==> src/rtl/exec_wb_sequencer.sv <==
// exec_wb_sequencer: multi-cycle execute/writeback controller for the 16-bit
// RISC core. Takes one instruction per valid/ready handshake, starts the ALU,
// steers the registered writeback mux, strobes the register file and advances
// the PC. All outputs are registered.
//
// state    | meaning
// ---------+-----------------------------------------------------------
// S_IDLE   | ready for an instruction; mux select keeps its last value
// S_DECODE | fields latched and driven; classify opcode
// S_EXEC   | ALU running; timeout down-counter armed
// S_MUX    | mux select valid; writeback mux registers on this edge
// S_WB     | register-file write strobe; PC advances on exit
// S_HALT   | HLT executed; terminal until reset
module exec_wb_sequencer #(
   parameter int PC_W    = 8,
   parameter int TIMEOUT = 16
) (
   input  logic            clk_i,
   input  logic            rst_n_i,
   input  logic            instr_valid_i,
   input  logic [15:0]     instr_i,
   output logic            instr_ready_o,
   input  logic            alu_done_i,
   output logic            alu_start_o,
   output logic [3:0]      alu_op_o,
   output logic [3:0]      rf_raddr1_o,
   output logic [3:0]      rf_raddr2_o,
   output logic [3:0]      rf_waddr_o,
   output logic            rf_we_o,
   output logic [15:0]     imm_o,
   output logic            muxa_sel_o,
   output logic [PC_W-1:0] pc_o,
   output logic            busy_o,
   output logic            halted_o,
   output logic            err_o
);

   localparam int CNT_W = (TIMEOUT > 2) ? $clog2(TIMEOUT) : 1;

   localparam logic [3:0] OP_NOP = 4'h0;
   localparam logic [3:0] OP_ADD = 4'h1;
   localparam logic [3:0] OP_SUB = 4'h2;
   localparam logic [3:0] OP_AND = 4'h3;
   localparam logic [3:0] OP_OR  = 4'h4;
   localparam logic [3:0] OP_XOR = 4'h5;
   localparam logic [3:0] OP_MUL = 4'h6;
   localparam logic [3:0] OP_LDI = 4'h7;
   localparam logic [3:0] OP_HLT = 4'hF;

   typedef enum logic [2:0] {
      S_IDLE   = 3'd0,
      S_DECODE = 3'd1,
      S_EXEC   = 3'd2,
      S_MUX    = 3'd3,
      S_WB     = 3'd4,
      S_HALT   = 3'd5
   } state_t;

   state_t           state_q;
   logic [CNT_W-1:0] cnt_q;
   logic             instr_ready_q;
   logic             alu_start_q;
   logic [3:0]       alu_op_q;
   logic [3:0]       rf_raddr1_q;
   logic [3:0]       rf_raddr2_q;
   logic [3:0]       rf_waddr_q;
   logic             rf_we_q;
   logic [15:0]      imm_q;
   logic             muxa_sel_q;
   logic [PC_W-1:0]  pc_q;
   logic             busy_q;
   logic             halted_q;
   logic             err_q;

   // Sequencer FSM with registered outputs; timeout is a down-counter that
   // gives the ALU exactly TIMEOUT EXEC cycles, with ALU_DONE winning a tie.
   always_ff @(posedge clk_i or negedge rst_n_i) begin
      if (!rst_n_i) begin
         state_q       <= S_IDLE;
         cnt_q         <= '0;
         instr_ready_q <= 1'b1;
         alu_start_q   <= 1'b0;
         alu_op_q      <= '0;
         rf_raddr1_q   <= '0;
         rf_raddr2_q   <= '0;
         rf_waddr_q    <= '0;
         rf_we_q       <= 1'b0;
         imm_q         <= '0;
         muxa_sel_q    <= 1'b0;
         pc_q          <= '0;
         busy_q        <= 1'b0;
         halted_q      <= 1'b0;
         err_q         <= 1'b0;
      end else begin
         // Pulse outputs default low each cycle.
         alu_start_q <= 1'b0;
         rf_we_q     <= 1'b0;
         err_q       <= 1'b0;

         case (state_q)
            S_IDLE: begin
               if (instr_valid_i) begin
                  state_q       <= S_DECODE;
                  instr_ready_q <= 1'b0;
                  busy_q        <= 1'b1;
                  alu_op_q      <= instr_i[15:12];
                  rf_waddr_q    <= instr_i[11:8];
                  rf_raddr1_q   <= instr_i[7:4];
                  rf_raddr2_q   <= instr_i[3:0];
                  imm_q         <= {8'h00, instr_i[7:0]};
               end
            end

            S_DECODE: begin
               case (alu_op_q)
                  OP_NOP: begin
                     state_q       <= S_IDLE;
                     instr_ready_q <= 1'b1;
                     busy_q        <= 1'b0;
                     pc_q          <= pc_q + PC_W'(1);
                  end
                  OP_ADD, OP_SUB, OP_AND, OP_OR, OP_XOR, OP_MUL: begin
                     state_q     <= S_EXEC;
                     alu_start_q <= 1'b1;
                     cnt_q       <= CNT_W'(TIMEOUT - 1);
                  end
                  OP_LDI: begin
                     state_q    <= S_MUX;
                     muxa_sel_q <= 1'b0;
                  end
                  OP_HLT: begin
                     state_q  <= S_HALT;
                     halted_q <= 1'b1;
                     busy_q   <= 1'b0;
                  end
                  default: begin
                     state_q       <= S_IDLE;
                     err_q         <= 1'b1;
                     instr_ready_q <= 1'b1;
                     busy_q        <= 1'b0;
                     pc_q          <= pc_q + PC_W'(1);
                  end
               endcase
            end

            S_EXEC: begin
               if (alu_done_i) begin
                  state_q    <= S_MUX;
                  muxa_sel_q <= 1'b1;
               end else if (cnt_q == '0) begin
                  // Abort: no writeback and the PC stays on this instruction.
                  state_q       <= S_IDLE;
                  err_q         <= 1'b1;
                  instr_ready_q <= 1'b1;
                  busy_q        <= 1'b0;
               end else begin
                  cnt_q <= cnt_q - CNT_W'(1);
               end
            end

            S_MUX: begin
               state_q <= S_WB;
               rf_we_q <= 1'b1;
            end

            S_WB: begin
               state_q       <= S_IDLE;
               instr_ready_q <= 1'b1;
               busy_q        <= 1'b0;
               pc_q          <= pc_q + PC_W'(1);
            end

            S_HALT: begin
               state_q <= S_HALT;
            end

            default: begin
               state_q       <= S_IDLE;
               instr_ready_q <= 1'b1;
               busy_q        <= 1'b0;
            end
         endcase
      end
   end

   assign instr_ready_o = instr_ready_q;
   assign alu_start_o   = alu_start_q;
   assign alu_op_o      = alu_op_q;
   assign rf_raddr1_o   = rf_raddr1_q;
   assign rf_raddr2_o   = rf_raddr2_q;
   assign rf_waddr_o    = rf_waddr_q;
   assign rf_we_o       = rf_we_q;
   assign imm_o         = imm_q;
   assign muxa_sel_o    = muxa_sel_q;
   assign pc_o          = pc_q;
   assign busy_o        = busy_q;
   assign halted_o      = halted_q;
   assign err_o         = err_q;

endmodule

==> config.mk <==
export PLATFORM = sky130hd
export DESIGN_NAME = exec_wb_sequencer
export DESIGN_NICKNAME = d
export VERILOG_FILES = /design/src/rtl/exec_wb_sequencer.sv
export SDC_FILE = /design/constraint.sdc
export NUM_CORES = 1
export LEC_CHECK = 0
export CORE_MARGIN = 8
export CORE_UTILIZATION = 35
export CTS_CLUSTER_SIZE = 24
export DETAILED_ROUTE_END_ITERATION = 7
export PLACE_DENSITY = 0.64
export REMOVE_ABC_BUFFERS = 1
export SYNTH_ARGS = -nofsm -noshare
export SYNTH_HDL_FRONTEND = slang
export SYNTH_SLANG_ARGS = --single-unit
==> constraint.sdc <==
create_clock -name clk_i -period 2.5 [get_ports clk_i]
set_input_delay 0.25 -clock clk_i [delete_from_list [all_inputs] [get_ports clk_i]]
set_output_delay 0.25 -clock clk_i [all_outputs]
set_load 0.05 [all_outputs]
==> results.sh <==
export IMPL_reg2reg_from="cnt_q[0]$_DFFE_PN0P_"
export IMPL_crit_path_start_kind="flop"
export IMPL_grt_pass1_vias=1491
export IMPL_rows=27
export IMPL_start_util_pct=35.5
export IMPL_synth_top_cell_by_area="dfrtp_1"
export IMPL_slowest_stage="clkdlybuf4s50_1"
export IMPL_synth_edf_count=0
export IMPL_rsz0062_at_grt="no"
export IMPL_ant_nets=0
export IMPL_ys_seq_area_share_pct=50.0
export IMPL_grt_max_degree=39
export IMPL_drc_errors=0
export IMPL_path_delay_family="buffers and inverters"
export IMPL_numCtsBuffers=5
export IMPL_r2r_end="busy_o$_DFFE_PN0P_"
export IMPL_netlist_top_cells_area="dfrtp_1 (49%), mux2_2 (8.9%), buf_4 (7.1%), a211oi_1 (2.4%), xor2_1 (2.3%)"
export IMPL_root_buffer="clkbuf_8"
export IMPL_n_fill_cell=501
export IMPL_grt_overflow=0
export IMPL_timing_critical_path_buf_inv=1
export IMPL_cp_depth=1
export IMPL_arrival_ns=1.70
export IMPL_final_util_pct=47.5
export IMPL_clock_skew_final_ns=0.00632
export IMPL_fin_hold_ws_ns=0.0517
export IMPL_grt_total_usage_pct=10.9
export IMPL_dieArea_mm2=0.00806
export IMPL_critPathMaxStageDelay_ns=0.87
export IMPL_min_period_ns=1.95
export IMPL_hold_violations=0
export IMPL_grt_pass1_wl_um=7160
export IMPL_fin_setup_tns_ns=0
export IMPL_r2r_setup_slack_ns=0.66
export IMPL_critPathMaxFanout=11
export IMPL_seq_area_um2=952
export IMPL_avgSynthCellArea_um2=10.8
export IMPL_synth_top_cell_area_share_pct=48.6
export IMPL_synth_cell_type_count=43
export IMPL_layout_common_cells="clkdlybuf4s50_1 (57), dfrtp_1 (37), mux2_2 (15), nand2_1 (11), nor2_1 (9)"
export IMPL_final_nets=248
export IMPL_slew_viol_final=0
export IMPL_io_buffers=58
export IMPL_cp_end_kind="primary output"
export IMPL_drt_iter0_drc=124
export IMPL_max_cap_violations=0
export IMPL_route_vias_total=1437
export IMPL_cts_setup_buffers=0
export IMPL_cts_buffer_depth=2
export IMPL_timing_final_ws_setup_ns=0.549
export IMPL_yosysWarnings=0
export IMPL_ios=67
export IMPL_viasPerCell=4.81
export IMPL_cp_cell_sequence="clkdlybuf4s50_1"
export IMPL_min_period_over_period_pct=78.1
export IMPL_hp_class="input port to async pin"
export IMPL_pre_cts_slack_ns=0.672
export IMPL_drive_gt1_share_pct=13.7
export IMPL_hold_buffers=0
export IMPL_critPathKind="flop to primary output"
export IMPL_finalSetupViolCount=0
export IMPL_status="finished, final reports clean"
export IMPL_clk_pin_slew_ns=0.08
export IMPL_multi_input_area_um2=797
export IMPL_die_h_um=89.8
export IMPL_h_tree_depth=2
export IMPL_netlist_area_mm2=0.00190
export IMPL_ys_flop_type="dfrtp_1"
export IMPL_dr_pass1_iters=4
export IMPL_cts_sinks=38
export IMPL_dp_hpwl_um=3120
export IMPL_ctsResizeCount=0
export IMPL_reg2reg_depth=6
export IMPL_post_drt_wl_per_cell_um=14.2
export IMPL_routed_wl_um=4250
export IMPL_final_common_cell="clkdlybuf4s50_1"
export IMPL_worstMarginPinSlew_ns=0.829
export IMPL_clk_latency_ns=0.29
export IMPL_ys_ff_latch=38
export IMPL_gp_congestion=0.745
export IMPL_syn_to_final_growth_pct=34.0
export IMPL_synthArstFlopShare_pct=100
export IMPL_syn_inst=176
export IMPL_cts_tree="done"
export IMPL_required_ns=2.25
export IMPL_antenna_cells=0
export IMPL_fmax_mhz=512
export IMPL_fp_dieW_um=89.8
export IMPL_core_area_mm2=0.00537
export IMPL_grt_antenna_before_repair=0
export IMPL_relSlewSlack_pct=44.7
flip-flops by register name, indices dropped and copies added, names as in the netlist:
register	cells
err_o	1
busy_o	1
imm_o	1
state_q	3
rf_waddr_o	4
muxa_sel_o	1
rf_raddr1_o	4
cnt_q	4
instr_ready_o	1
alu_op_o	4
rf_we_o	1
rf_raddr2_o	3
halted_o	1
alu_start_o	1
pc_o	8
through the flow:
stage,area [µm²],std cells
2_1_floorplan,1770,160
5_1_grt,2550,299
6_report,2550,299
3_3_place_gp,2440,291
4_1_cts,2550,299
3_5_place_dp,2440,291
cells by family (layout without fill, tap and decap cells):
group / after synthesis / after routing / share of synthesized area, %
multiplexers: 16 / 16 / 9.40
adder cells (fa/ha/maj): 2 / 2 / 1.31
other: 1 / 8 / 0.197
XOR/XNOR: 8 / 8 / 3.68
buffers and inverters: 29 / 73 / 9.53
AO/OA/AOI/OAI: 30 / 30 / 10.5
AND/OR/NAND/NOR: 52 / 52 / 15.4
flip-flops: 38 / 38 / 50.0
worst register-to-register path: stages (launching register included):
cell	delay, ns
dfrtp_1	0.41
inv_1	0.07
ha_1	0.17
or3b_2	0.51
or3_1	0.38
o21ai_0	0.08
a211oi_1	0.07
layout make-up:
type,count,area share [%]
Tap cell,72,3.53
Multi-Input combinational cell,116,31.2
Clock inverter,1,1.18
Timing Repair Buffer,59,22.9
Sequential cell,38,37.3
Clock buffer,7,2.99
Inverter,6,0.883
worst max-delay path by stage:
stage                                  from                   to  slack (ns)
finish              alu_op_o[3]$_DFFE_PN0P_          alu_op_o[3]        0.55
global route        alu_op_o[3]$_DFFE_PN0P_          alu_op_o[3]        0.50
CTS                 alu_op_o[3]$_DFFE_PN0P_          alu_op_o[3]        0.54
detailed placement     cnt_q[0]$_DFFE_PN0P_   busy_o$_DFFE_PN0P_        0.67
global placement       cnt_q[0]$_DFFE_PN0P_   busy_o$_DFFE_PN0P_        0.73
floorplan               pc_o[1]$_DFFE_PN0P_  pc_o[4]$_DFFE_PN0P_        0.73
synthesized netlist by cell type (2+ instances only):
library cell / n
mux2_2: 15
o211ai_1: 2
buf_4: 18
or3b_2: 2
a21oi_1: 6
xnor2_1: 3
a211oi_1: 6
inv_1: 6
nand2_1: 11
dfrtp_1: 37
nor3b_1: 2
nor3_1: 7
buf_2: 4
nor2_1: 9
xor2_1: 5
and3_1: 2
o21ai_0: 7
ha_1: 2
nand3_1: 8
per-layer routing:
layer / share of wire [%] / vias to the layer above / global-route usage [%]
met2: 49 / 38 / 17.5
met3: 8.8 / 5 / 6.32
met1: 41 / 700 / 11.6
met4: 0.78 / 0 / 3.39
met5: 0 / - / 0
li1: - / 694 / -
Power is not shown: default switching activity piles up to over one toggle a cycle in this logic, so the estimate is an artifact.
==> RTL edit 1 (same settings) <==
Encoding of `state_t`: now one-hot (6 bits for 6 states).
--- a/src/rtl/exec_wb_sequencer.sv
+++ b/src/rtl/exec_wb_sequencer.sv
@@ -47,13 +47,13 @@
    localparam logic [3:0] OP_LDI = 4'h7;
    localparam logic [3:0] OP_HLT = 4'hF;
 
-   typedef enum logic [2:0] {
-      S_IDLE   = 3'd0,
-      S_DECODE = 3'd1,
-      S_EXEC   = 3'd2,
-      S_MUX    = 3'd3,
-      S_WB     = 3'd4,
-      S_HALT   = 3'd5
+   typedef enum logic [5:0] {
+      S_IDLE   = 6'b000001,
+      S_DECODE = 6'b000010,
+      S_EXEC   = 6'b000100,
+      S_MUX    = 6'b001000,
+      S_WB     = 6'b010000,
+      S_HALT   = 6'b100000
    } state_t;
 
    state_t           state_q;
Function: no difference found for any inputs over 10 cycles, from zero or initial values and one cycle with rst_n_i low; not proved beyond that.
==> RTL edit 1 against the unedited design <==
- via count rose by 3.5%
- cell area rose by 4.1%
- area after synthesis rose by 6.0%
- routed wire length rose by 5.4%
- non-clock buffer count did not move
- register-to-register slack got worse by 70 ps
- critical path depth did not move
- sequential cell count rose by 3
- setup slack improved by 42 ps
- critical path type unchanged
==> RTL edit 1: results (changes against the unedited design) <==
[sta]
whs_ps=89.5  ; +37.9 ps
fin_skew_ps=3.26  ; -3.06 ps
relSlewSlack=0.394  ; -0.0531

[finish]
final-nonclk-buf-share=0.220  ; -0.00904
clkbuf_count=8  ; +1
multiInputGateArea_um2=855  ; +7.2%
seq_area_frac=0.387  ; +0.0140
drive_above_1_share=0.116  ; -0.0210
final_nets=272  ; +9.7%
areaGrowthSynthToFinish_pct=31.5
fillCellCount=547  ; +9.2%
final_cells=323  ; +8.0%
clk_share=0.0301  ; -0.0115
inv_count=5  ; -1

[routing]
met2_length_um=2070  ; -1.3%
wl_per_cell_um=13.9  ; -2.4%
route.met3.wl_um=306  ; -19%
drt-initial-drc-count=89  ; -28%

[floorplanning]
die_w_um=92.0  ; +2.5%

[placement]
gp_congestion=0.858  ; +15%
hpwlAfterDp_um=3330  ; +6.6%
dp_slack_ps=596  ; -75.5 ps

[logic_synthesis]
ys_top_cells_by_count=55 x nand2_1, 39 x dfrtp_1, 17 x buf_4
synth_area_per_cell_um2=10.3  ; -4.8%
seq_area_frac_synth=0.509  ; +0.00929

[critical_path]
r2r_start=state_q[5]
crit_fanout=7  ; -4
r2r_end=cnt_q[1]

[grt]
grt_max_degree=42  ; +7.7%
grt_pass1_vias=1484  ; -0.47%
gr-usage-met3=0.0416  ; -0.0216
gr-usage-met2=0.167  ; -0.00859

[clock_tree]
cts_sinks=41  ; +7.9%

[status]
outcome=completed

## RTL edit 1: cell count changes in the layout (fill, tap and decap cells not counted), moves of 3 or more
cell,unedited run,this run
nor3_1,7,3
inv_1,6,3
nand2_1,11,55
o21ai_0,7,1
mux2_2,15,0
nand3_1,8,5
a211oi_1,6,0
## RTL edit 1: cell families (layout without fill, tap and decap cells)
logic type,count (synthesis),after routing,synth area share
buffers and inverters,24,72,0.0805
XOR/XNOR,9,9,0.0390
AND/OR/NAND/NOR,100,100,0.281
other,1,8,0.00186
adder cells (fa/ha/maj),2,2,0.0124
flip-flops,41,41,0.509
multiplexers,1,1,0.00558
AO/OA/AOI/OAI,18,18,0.0706
## RTL edit 1: power groups by stage
stage	logic [mW]	registers, mW	clock network [mW]
after floorplan	0.495	1.92	0
after detailed placement	2.00	1.10	0
final	1.98	1.10	0.412
after global placement	1.99	1.11	0
after CTS	2.00	1.10	0.435
after global routing	2.10	1.13	0.451
==> RTL edit 2 (config.mk and constraints unchanged) <==
Without the edit above. The parameter `PC_W` goes from 8 to 7.
--- a/src/rtl/exec_wb_sequencer.sv
+++ b/src/rtl/exec_wb_sequencer.sv
@@ -12,7 +12,7 @@
 // S_WB     | register-file write strobe; PC advances on exit
 // S_HALT   | HLT executed; terminal until reset
 module exec_wb_sequencer #(
-   parameter int PC_W    = 8,
+   parameter int PC_W    = 7,
    parameter int TIMEOUT = 16
 ) (
    input  logic            clk_i,
Ports: changed (resized pc_o); port bits go from 67 to 66. No check against the original RTL was run, so the function may have changed too.
==> RTL edit 2 against the unedited design <==
- critical path depth unchanged
- routed wire length decreased by 7.7%
- count of clock-buffer cells in the layout did not move
- die area down 3.8%
- setup slack improved by 32 ps
- cell area fell by 3.9%
- area after synthesis is 4.6% lower
- global-route usage is essentially flat
- largest cell class unchanged
- critical endpoint unchanged
- via count fell by 10%
- sequential cell count shrank 1
Power is not shown: default switching activity piles up to over one toggle a cycle in this logic, so the estimate is an artifact.
==> RTL edit 2: results (changes against the unedited design) <==
[status]
outcome=completed

[grt]
grt_pass1_vias=1371  ; -8.0%
grt_max_degree=38  ; -2.6%
grt_pass1_wl_um=6460  ; -9.8%
antenna_found_initial=0  ; unchanged
use_met1=0.124  ; +0.00753
gr-usage-met3=0.0788  ; +0.0156
gr-usage-met2=0.150  ; -0.0257
track_usage=0.109  ; about the same

[clock_tree]
cts_buffers=5  ; unchanged
cts_resized=0  ; unchanged
clock_path_buffers=2  ; unchanged
clkTransAtPathRegs_ps=70
cts-root-buf=clkbuf_8
postCtsSetupRepairBufs=0  ; unchanged
htree_levels=2  ; unchanged

[sta]
finalSetupViolations=0  ; unchanged
worst_pin_slew_ps=829  ; +0.208 ps
fin_skew_ps=4.88  ; -1.44 ps

[critical_path]
cpPeakStageDelay_ps=870  ; about the same
worst_path_max_delay_cell=clkdlybuf4s50_1
crit_fanout=10  ; -1

[placement]
hpwlAfterDp_um=2950  ; -5.5%
io_buffers=57  ; -1.7%
gp_congestion=0.708  ; -5.1%
dp_cells=268  ; -7.9%
dp_slack_ps=588  ; -84.2 ps

[finish]
final_nets=227  ; -8.5%
largest_reg_flops=7  ; -1
diodes=0  ; unchanged
drive_above_1_share=0.175  ; +0.0382
fillCellCount=502  ; +0.20%
final_cells=276  ; -7.7%

[routing]
wl_per_cell_um=14.2  ; about the same
drt-initial-drc-count=71  ; -43%
num_vias=1288  ; -10%
firstDrtPassIters=4  ; unchanged

[logic_synthesis]
synthCells=154  ; -13%
seq_area_frac_synth=0.510  ; +0.0103
ys_top_cells_by_count=36 x dfrtp_1, 17 x buf_4, 16 x mux2_2
ys_async_sr_fraction=1.00  ; unchanged
synthDistinctLibCells=41  ; -4.7%
synth_area_leaders=dfrtp_1 50%, mux2_2 9.9%, buf_4 7.0%

[floorplanning]
start_util=0.358  ; +0.00346

[hold_path]
hold_class=input pin to asynchronous set/reset pin

-- RTL edit 2: kinds of logic (layout without fill, tap and decap cells) --
group,Yosys count,in the layout,synth area share
other cells,1,8,0.00206
simple gates,39,39,0.140
xor+xnor,8,8,0.0386
compound gates,24,24,0.0992
buf+inv,27,72,0.0964
fa+ha+maj,2,2,0.0138
flops,37,37,0.510
mux,16,16,0.0992
-- RTL edit 2: per-stage QoR --
stage | instance area, um2 | util
2_1_floorplan | 1690 | -
3_3_place_gp | 2350 | 0.463
3_5_place_dp | 2350 | 0.463
4_1_cts | 2450 | 0.483
5_1_grt | 2450 | 0.483
6_report | 2450 | 0.483
-- RTL edit 2: routing by layer --
metal  share of wire  up-vias
li1                -      623
met1            0.44      604
met2            0.41       56
met3            0.14        5
met4           0.011        0
met5               0        -
-- RTL edit 2: area by class of cell --
cell class,count,share of cell area
well taps,70,0.0357
clock inverters,1,0.00204
inverters,6,0.00918
clock buffers,7,0.0393
flip-flops and latches,37,0.378
repair buffers,58,0.234
multi-input cells,97,0.302
-- RTL edit 2: path summary, 6_finish.rpt --
| check | to | slack, ps |
|---|---|---|
| hold reg to reg | halted_o | 470 |
| max in group asynchronous | state_q[2] | 1920 |
| min in group clk_i | halted_o | 470 |
| setup reg to reg | busy_o | 620 |
| setup / recovery | alu_op_o[3] | 580 |
| hold / removal | rf_waddr_o[0] | 60 |
